<file path="src/rtl/uart_arb_pkg.sv">
// ----------------------------------------------------------------------------
// uart_arb_pkg
//   Shared types and defaults for the UART transmit arbiter.
//   - arb_state_e : arbiter FSM states (IDLE, LOCK)
//   - *_DEF       : default parameter values for uart_tx_arb
//   - cnt_w()     : width of a counter that must hold 0..max_val without
//                   wrapping (never narrower than one bit)
// ----------------------------------------------------------------------------
package uart_arb_pkg;

  localparam int N_REQ_DEF   = 4;
  localparam int DATA_W_DEF  = 8;
  localparam int MAX_PKT_DEF = 64;
  localparam int IDLE_TO_DEF = 255;

  typedef enum logic {
    IDLE = 1'b0,
    LOCK = 1'b1
  } arb_state_e;

  // A disabled feature (max_val == 0) still gets a 1-bit counter so that no
  // zero-width vectors appear downstream.
  function automatic int cnt_w(input int max_val);
    return (max_val < 1) ? 1 : $clog2(max_val + 1);
  endfunction

endpackage

</file>
<file path="src/rtl/uart_tx_arb_rr_pick.sv">
// ----------------------------------------------------------------------------
// rr_pick
//   Combinational round-robin picker. Searches i_req starting at i_ptr+1 and
//   wrapping, returning the first set bit as a one-hot grant and its index.
//   Outputs are all-zero when no request is set.
//   Ports:
//     i_req  [N]  request vector
//     i_ptr  [IW] index of the previous winner
//     o_gnt  [N]  one-hot winner
//     o_idx  [IW] winner index
// ----------------------------------------------------------------------------
module rr_pick #(
  parameter int N  = 4,
  parameter int IW = $clog2(N)
) (
  input  logic [N-1:0]  i_req,
  input  logic [IW-1:0] i_ptr,
  output logic [N-1:0]  o_gnt,
  output logic [IW-1:0] o_idx
);

  always_comb begin
    int              cand;
    logic [IW-1:0]   cand_idx;
    // NOTE: every output of a combinational block gets a default before any
    // conditional assignment, otherwise a latch is inferred for the
    // paths that leave it untouched.
    o_gnt    = '0;
    o_idx    = '0;
    cand     = 0;
    cand_idx = '0;
    // Walk from the farthest candidate to the nearest so the nearest
    // requester after i_ptr overwrites the others and wins.
    for (int i = N; i >= 1; i--) begin
      cand     = (int'(i_ptr) + i) % N;
      cand_idx = IW'(cand);
      if (i_req[cand_idx]) begin
        o_gnt           = '0;
        o_gnt[cand_idx] = 1'b1;
        o_idx           = cand_idx;
      end
    end
  end

endmodule

</file>
<file path="src/rtl/uart_tx_arb.sv">
// ----------------------------------------------------------------------------
// uart_tx_arb
//   Shares one UART transmitter between N_REQ byte producers. Round-robin
//   arbitration with packet locking: once a requester is granted it keeps the
//   UART until it sends a byte flagged last, sends MAX_PKT bytes, or leaves
//   its valid low for IDLE_TO cycles (IDLE_TO = 0 disables the timeout).
//   A one-entry output register with a skid-style ready feeds uart_ctrl.
//   Ports:
//     clk_i, rst_n_i    clock (UART domain), async active-low reset
//     req_v_i    [N]    per-requester byte valid
//     req_data_i [N*W]  packed bytes, requester k at [k*W +: W]
//     req_last_i [N]    final byte of a packet, sampled with req_v_i
//     req_rdy_o  [N]    per-requester accept (at most one bit high)
//     gnt_o      [N]    one-hot lock owner, zero when idle
//     tx_data_o  [W]    byte to uart_ctrl
//     tx_v_o            tx_data_o valid
//     tx_rdy_i          uart_ctrl accepts the byte this cycle
//     busy_o            lock held or byte pending
// ----------------------------------------------------------------------------
module uart_tx_arb
  import uart_arb_pkg::*;
#(
  parameter int N_REQ   = N_REQ_DEF,
  parameter int DATA_W  = DATA_W_DEF,
  parameter int MAX_PKT = MAX_PKT_DEF,
  parameter int IDLE_TO = IDLE_TO_DEF
) (
  input  logic                      clk_i,
  input  logic                      rst_n_i,
  input  logic [N_REQ-1:0]          req_v_i,
  input  logic [N_REQ*DATA_W-1:0]   req_data_i,
  input  logic [N_REQ-1:0]          req_last_i,
  output logic [N_REQ-1:0]          req_rdy_o,
  output logic [N_REQ-1:0]          gnt_o,
  output logic [DATA_W-1:0]         tx_data_o,
  output logic                      tx_v_o,
  input  logic                      tx_rdy_i,
  output logic                      busy_o
);

  localparam int IW = $clog2(N_REQ);
  localparam int BW = cnt_w(MAX_PKT);
  localparam int TW = cnt_w(IDLE_TO);

  arb_state_e        r_state, w_state_nxt;
  logic [N_REQ-1:0]  r_gnt, w_gnt_nxt;
  logic [IW-1:0]     r_gnt_idx, w_gnt_idx_nxt;
  logic [IW-1:0]     r_rr_ptr, w_rr_ptr_nxt;
  logic [BW-1:0]     r_byte_cnt, w_byte_cnt_nxt, w_byte_cnt_inc;
  logic [TW-1:0]     r_idle_cnt, w_idle_cnt_nxt, w_idle_cnt_inc;
  logic [DATA_W-1:0] r_tx_data;
  logic              r_tx_v;

  logic [N_REQ-1:0]  w_pick_gnt;
  logic [IW-1:0]     w_pick_idx;
  logic [DATA_W-1:0] w_own_data;
  logic              w_own_v, w_own_last;
  logic              w_skid_ok, w_xfer_in, w_xfer_out, w_release;

  rr_pick #(
    .N  (N_REQ),
    .IW (IW)
  ) u_rr_pick (
    .i_req (req_v_i),
    .i_ptr (r_rr_ptr),
    .o_gnt (w_pick_gnt),
    .o_idx (w_pick_idx)
  );

  // Owner's request lanes, selected by the registered grant index.
  always_comb begin
    w_own_data = '0;
    w_own_v    = 1'b0;
    w_own_last = 1'b0;
    for (int k = 0; k < N_REQ; k++) begin
      if (r_gnt_idx == IW'(k)) begin
        w_own_data = req_data_i[k*DATA_W +: DATA_W];
        w_own_v    = req_v_i[k];
        w_own_last = req_last_i[k];
      end
    end
  end

  // The output register can take a new byte when it is empty or being
  // drained this very cycle, so back-to-back UART accepts see no bubble.
  assign w_skid_ok  = ~r_tx_v | tx_rdy_i;
  assign req_rdy_o  = (r_state == LOCK && w_skid_ok) ? r_gnt : '0;
  assign w_xfer_in  = |(req_v_i & req_rdy_o);
  assign w_xfer_out = r_tx_v & tx_rdy_i;

  assign w_byte_cnt_inc = r_byte_cnt + 1'b1;
  assign w_idle_cnt_inc = r_idle_cnt + 1'b1;

  always_comb begin
    w_state_nxt    = r_state;
    w_gnt_nxt      = r_gnt;
    w_gnt_idx_nxt  = r_gnt_idx;
    w_rr_ptr_nxt   = r_rr_ptr;
    w_byte_cnt_nxt = r_byte_cnt;
    w_idle_cnt_nxt = r_idle_cnt;
    w_release      = 1'b0;
    unique case (r_state)
      IDLE: begin
        if (|req_v_i) begin
          w_state_nxt   = LOCK;
          w_gnt_nxt     = w_pick_gnt;
          w_gnt_idx_nxt = w_pick_idx;
          w_rr_ptr_nxt  = w_pick_idx;
        end
      end
      LOCK: begin
        if (w_xfer_in) begin
          w_byte_cnt_nxt = w_byte_cnt_inc;
          w_idle_cnt_nxt = '0;
          w_release      = w_own_last || (w_byte_cnt_inc == BW'(MAX_PKT));
        end else if (!w_own_v && (IDLE_TO != 0)) begin
          // A stalled owner (valid high, UART busy) is not idle; only a
          // silent owner counts toward the timeout.
          w_idle_cnt_nxt = w_idle_cnt_inc;
          w_release      = (w_idle_cnt_inc == TW'(IDLE_TO));
        end
        // Release does not wait for the output register to drain.
        if (w_release) begin
          w_state_nxt    = IDLE;
          w_gnt_nxt      = '0;
          w_byte_cnt_nxt = '0;
          w_idle_cnt_nxt = '0;
        end
      end
      default: w_state_nxt = IDLE;
    endcase
  end

  always_ff @(posedge clk_i or negedge rst_n_i) begin
    // NOTE: sequential state uses non-blocking assignments so every register
    // samples the pre-edge values, independent of statement order.
    if (!rst_n_i) begin
      r_state    <= IDLE;
      r_gnt      <= '0;
      r_gnt_idx  <= '0;
      r_rr_ptr   <= IW'(N_REQ - 1);
      r_byte_cnt <= '0;
      r_idle_cnt <= '0;
    end else begin
      r_state    <= w_state_nxt;
      r_gnt      <= w_gnt_nxt;
      r_gnt_idx  <= w_gnt_idx_nxt;
      r_rr_ptr   <= w_rr_ptr_nxt;
      r_byte_cnt <= w_byte_cnt_nxt;
      r_idle_cnt <= w_idle_cnt_nxt;
    end
  end

  // One-entry output register: load wins over drain, so a simultaneous
  // accept and load replaces the byte and keeps valid high.
  always_ff @(posedge clk_i or negedge rst_n_i) begin
    if (!rst_n_i) begin
      r_tx_v    <= 1'b0;
      r_tx_data <= '0;
    end else if (w_xfer_in) begin
      r_tx_v    <= 1'b1;
      r_tx_data <= w_own_data;
    end else if (w_xfer_out) begin
      r_tx_v    <= 1'b0;
    end
  end

  assign gnt_o     = r_gnt;
  assign tx_v_o    = r_tx_v;
  assign tx_data_o = r_tx_data;
  assign busy_o    = (r_state == LOCK) | r_tx_v;

endmodule

</file>
<file path="config.mk">
export PLATFORM = sky130hd
export DESIGN_NAME = uart_tx_arb
export DESIGN_NICKNAME = d
export VERILOG_FILES = /design/src/rtl/uart_arb_pkg.sv /design/src/rtl/uart_tx_arb_rr_pick.sv /design/src/rtl/uart_tx_arb.sv
export SDC_FILE = /design/constraint.sdc
export NUM_CORES = 1
export LEC_CHECK = 0
export BUFFER_PORTS_ARGS = -buffer_cell sky130_fd_sc_hd__buf_2
export CORE_MARGIN = 2
export CORE_UTILIZATION = 25
export DETAILED_ROUTE_END_ITERATION = 8
export HOLD_SLACK_MARGIN = 0.06
export PLACE_DENSITY = 0.42
export SYNTH_ARGS = -nofsm -noshare
export SYNTH_HDL_FRONTEND = slang
export SYNTH_SLANG_ARGS = --single-unit
export TNS_END_PERCENT = 1
</file>
<file path="constraint.sdc">
create_clock -name clk_i -period 3 [get_ports clk_i]
set_clock_uncertainty 0.1 [all_clocks]
set_input_delay 0.6 -clock clk_i [delete_from_list [all_inputs] [get_ports clk_i]]
set_output_delay 0.6 -clock clk_i [all_outputs]
set_load 0.05 [all_outputs]
</file>
After elaboration in Yosys (flattened, before gate mapping):

Index checks and enable logic that the tools add are counted.

* input bits: 43
* logic and storage cells: 104
* register bits: 33
* output and inout bits: 18

* equality and inequality tests: 8
* add/sub/neg operators: 6
* bitwise gates (word level): 6
* magnitude comparators: 8
* mux-type cells: 53
* reduce and logical (&&, ||, !) cells: 15

Operators by type and width (number)
* 2-to-1 mux 8 bit: 7
* 2-to-1 mux 4 bit: 7
* 2-to-1 mux 1 bit: 23
* 2-to-1 mux 7 bit: 2
* < comparator 2 x 3 -> 1 bit, second input constant: 4
* adder 8 x 1 -> 8 bit, second input constant: 1
* binary-select mux 1 bit (select 2 bit): 4
* demux 1 bit (select 2 bit): 4
* == test 8 bit, second input constant: 1
* >= comparator 2 x 1 -> 1 bit, second input constant: 4
* 2-to-1 mux 2 bit: 4
* case mux 4 bit (2 select lines): 1
* AND reduction 2 bit: 4
* OR reduction 4 bit: 2
* adder 7 x 1 -> 7 bit, second input constant: 1
* == test 7 bit, second input constant: 1
* logical AND 1 bit: 5
* adder 2 x 1 -> 2 bit, second input constant: 2
* adder 2 bit, second input constant: 2
* AND 4 bit: 1
* == test 2 bit, second input constant: 2
* nonzero test 2 bit: 2
* != test 3 x 1 -> 1 bit, second input constant: 1
* == test 2 x 1 -> 1 bit, second input constant: 1
* 8 further kinds: 10

Depth between registers and ports, before layout:

* word-level depth: 11
* gate-level depth with buffers: 9
* mapped depth without buffers: 7

Cells and area by module:

A second synthesis with hierarchy kept.

* cell total of the unflattened synthesis: 228
* area total of the unflattened synthesis: 2394.8 sq um

Modules (own cells, without submodules)
* uart_tx_arb: sequential area each 828.3 sq um, area an instance 1914.3 sq um, times used 1, cells an instance 170
* rr_pick: sequential area each 0.0 sq um, area an instance 480.5 sq um, times used 1, cells an instance 58

Least setup slack after synthesis:

OpenSTA, ideal clock, no wires.

* path kind: register to register
* from: reg r_rr_ptr[1]
* to: reg r_gnt[0], in the netlist gnt_o[0]
* stages on the path, launching flop included: 10
* setup time: 0.141 ns
* clock period less this slack: 2.721 ns
* buffers on the path: 2
* arrival time: 2.480 ns
* required time: 2.759 ns
* setup slack: 0.279 ns
* cell sequence: dfstp_2 -> clkbuf_1 -> inv_1 -> ha_1 -> clkbuf_1 -> mux4_2 -> a21oi_1 -> o21ai_0 -> a22oi_1 -> a32oi_1

* cells in the longest elaborated chain, start to end: 11
* elaborated cells on any way between the ends: 38
* classes of those cells: add/sub (4); order compare (8); mux (22); reduce/logical (4)

Ends and longest elaborated chain
* from (decl): RTL line uart_tx_arb.sv:48 `logic [IW-1:0] r_rr_ptr, w_rr_ptr_nxt;`
* from (signal assigned): RTL line uart_tx_arb.sv:141 `r_rr_ptr <= IW'(N_REQ - 1);`
* from (signal assigned): RTL line uart_tx_arb.sv:148 `r_rr_ptr <= w_rr_ptr_nxt;`
* adder 2 x 1 -> 2 bit: RTL line uart_tx_arb_rr_pick.sv:35 `cand = (int'(i_ptr) + i) % N;`
* < comparator 2 x 3 -> 1 bit (implied by the code) / >= comparator 2 x 1 -> 1 bit (equally long branches): RTL line uart_tx_arb_rr_pick.sv:39 `o_gnt[cand_idx] = 1'b1;`
* logical AND 1 bit (implied by the code): RTL line uart_tx_arb_rr_pick.sv:39
* 2-to-1 mux 1 bit (implied by the code): RTL line uart_tx_arb_rr_pick.sv:39
* demux 1 bit (select 2 bit)
* 2-to-1 mux 4 bit (3 in series): RTL line uart_tx_arb_rr_pick.sv:37 `if (i_req[cand_idx]) begin`
* 2-to-1 mux 4 bit (*): RTL line uart_tx_arb_rr_pick.sv:37
* 2-to-1 mux 4 bit (*): RTL line uart_tx_arb.sv:104 `if (|req_v_i) begin`
* case mux 4 bit (2 select lines) (*): RTL line uart_tx_arb.sv:102 `unique case (r_state)`
* to (signal assigned): RTL line uart_tx_arb.sv:146 `r_gnt <= w_gnt_nxt;`
* to (decl): RTL line uart_tx_arb.sv:46 `logic [N_REQ-1:0] r_gnt, w_gnt_nxt;`

Every way passes the cells marked *; elsewhere a longest branch is shown, timed or not. The select of a mux whose other input is x is not followed.
A chain may end at the register's enable or synchronous reset.

Worst setup path in the final report:

* from: reg r_rr_ptr[1]
* to: reg r_gnt[3], in the netlist gnt_o[3]

Same word-level chain as after synthesis.

==> run metrics <==
status=finished, final reports clean; worst-margin pin slew=0.819 ns; final-report hold violation count=0; die height=between 100 and 150 microns; Worst Path Max Fanout=12; Initial DRC Count=106; Synth Net Count=around 300; floorplan row count=36; nets@finish=approximately 370; utilization after layout=31.0%; DR WL/cell=between 10 and 15 microns; CP Launch Type=flop; non-filler instance count after layout=~450; VDD IR max=between 0.3 and 0.4 mV; Slew headroom=45.4%; final wirelength=~6600 microns; Root Driver=clkbuf_8; post-CTS sizing=0; Buf/Inv on CP=1; post-synth top area share=slightly above 30%; Setup TNS=0 ns; Final GP Congestion=0.850; Cells after Synth=254; delay of the slowest critical-path stage=0.67 ns; post-synth top area cell=dfrtp_1; Worst Setup SP=r_rr_ptr[1]; number of library cell types mapped by synthesis=52; Num CTS Buffers=5; Pleak=around 1.4 nW; Cells after DPL=437; fillers=approximately 1000; post-synthesis sequential area ratio=about a third; TritonCTS clock tree=done; Avg Inst Size Synth=9.90 sq um; EDFF count, synth=0; PortBufs=60; Yosys reg bits=33; clock slew at reported path FFs=0.09 ns; # H-tree levels=2; worst flop-to-flop path startpoint=r_rr_ptr[1]; Crit Path Category=flop to flop; initial antenna violation count=0; largest net degree at the start of global routing=34; minimum clock period=~2.7 ns; asr flop ratio synth=100%; R2R Path End=gnt_o[3]; postcts setup bufs=0; R2R setup slack=0.33 ns; vias in the first global route=around 2300; WP depth=7; Die W=104 microns; Max Cap Violations=0; cell family with most CP delay=flip-flops; Final ANT Viol Nets=0; share of layout cells above drive strength 1=35.3%; RSZ-0062 raised after global routing=no; TritonRoute pass-1 iters=4; Ports=61; DP HPWL=between 4000 and 5000 microns; Area Growth Syn to Fin=20.6%; worst setup path endpoint=gnt_o[3]; total clock sinks=33; via/cell ratio=around 5; Clock Latency Late Sink=0.30 ns; Final period util=89.0%; Required @ worst endpoint=roughly 3.1 ns; first-pass GRT wire length=11000 microns; vias=2229; Hold WC Path Type=primary input to asynchronous set/reset pin; top cells by area, synth=dfrtp_1 31%, mux4_2 11%, ha_1 5.5%; Remaining DRCs=0; top_reg_cell synth=dfrtp_1; DIE AREA=10900 sq um; Post-CTS Hold Fix Bufs=0; CP max-delay cell=dfstp_2; GR Util All Layers=12.4%; Setup Viol. Count Final=0; Pwr Density=1050 nW/um^2; CTS Buffer Depth=2; CP Cell Sequence=inv_1 > ha_1 > mux4_2 > a21oi_1 > o21ai_0 > a22oi_1 > a32oi_1; Data arrival, critical path=2.72 ns; ant diodes=0; Starting Density=25.7%; mapped cell area=2510 sq um; CORE AREA=just under 10000 sq um; Max Slew Vio Count=0; total gr overflow=0; Synth warnings=0; Worst Setup End Kind=flop; Fmax achieved=0.374 GHz; WHS=roughly 0.28 ns; r2r worst-path depth=7
==> cells by family after synthesis <==
group / synth area share (%)
fa+ha+maj: 5.47
xor+xnor: 0.348
flops: 32.9
buf+inv: 5.12
mux: 17.6
compound gates: 24.8
simple gates: 13.7
==> routing by layer <==
layer  wire length [microns]  share of wire, %  GRT usage, %
met2                    3170                48          20.1
met4                      86               1.3          3.67
met1                    2980                46          16.6
met5                       0                 0             0
met3                     313               4.8          2.51
==> registers in the layout, summed over array words and instances (netlist names) <==
register    cells
tx_data_o       8
r_gnt_idx       2
r_byte_cnt      7
tx_v_o          1
r_rr_ptr        2
gnt_o           4
r_idle_cnt      8
r_state         1
==> how the worst min path moves through the flow <==
stage / start / to / cells past startpoint
after floorplan: rst_n_i / gnt_o[0] / 0
after global placement: tx_data_o[6] / tx_data_o[6] / 1
after detailed placement: tx_data_o[6] / tx_data_o[6] / 1
after CTS: rst_n_i / gnt_o[2] / 1
after global routing: rst_n_i / gnt_o[2] / 1
final: rst_n_i / r_byte_cnt[6] / 1
==> cell type report <==
cell class,count,area (sq um),share of cell area [%]
inverter,15,56.3,1.86
multi-input combinational,191,1560,51.4
sequential,33,828,27.3
clock inverter,3,17.5,0.578
timing repair buffer,65,338,11.1
tap,133,166,5.49
clock buffer,5,68.8,2.27
==> stage by stage <==
stage                     cell area (sq um)  power (mW)  worst slack, ns
after detailed placement               2950        2.87            0.370
after global placement                 2950        2.86            0.454
after CTS                              3030        3.23            0.354
final                                  3030        3.19            0.329
after global routing                   3030        3.45            0.204
after floorplan                        2510        2.41            0.279
==> report_power, final <==
group,switching [mW],total (mW),internal (mW),leakage (nW)
Clock,0.195,0.355,0.161,0.0439
Combinational,1.17,1.94,0.778,0.908
Sequential,0.250,0.893,0.643,0.406
==> layout by cell type, fill, tap and decap left out, drive strengths merged, types with 2 or more instances in the layout <==
cell type	synthesis	layout
a211o	2	2
a21o	2	2
a21oi	15	15
a22o	2	2
a22oi	4	4
a31oi	6	6
a32oi	4	4
and3	7	7
buf	7	65
clkbuf	8	5
clkinv	0	2
dfrtp	31	31
dfstp	2	2
ha	11	11
inv	15	15
mux2	10	10
mux2i	6	6
mux4	12	12
nand2	18	18
nand2b	3	3
nand3	10	10
nand3b	2	2
nand4	2	2
nor2	9	9
nor3	6	6
nor4	3	3
o211ai	10	10
o21a	6	6
o21ai	19	19
o31ai	3	3
o41ai	2	2
or2	3	3
or3	2	2
==> Yosys cell counts (all sizes together), types with 2 or more instances <==
cell,count
dfrtp,31
o21ai,19
nand2,18
a21oi,15
inv,15
mux4,12
ha,11
mux2,10
nand3,10
o211ai,10
nor2,9
clkbuf,8
and3,7
buf,7
a31oi,6
mux2i,6
nor3,6
o21a,6
a22oi,4
a32oi,4
nand2b,3
nor4,3
o31ai,3
or2,3
a211o,2
a21o,2
a22o,2
dfstp,2
nand3b,2
nand4,2
o41ai,2
or3,2
(Power assumes the default switching activity.)
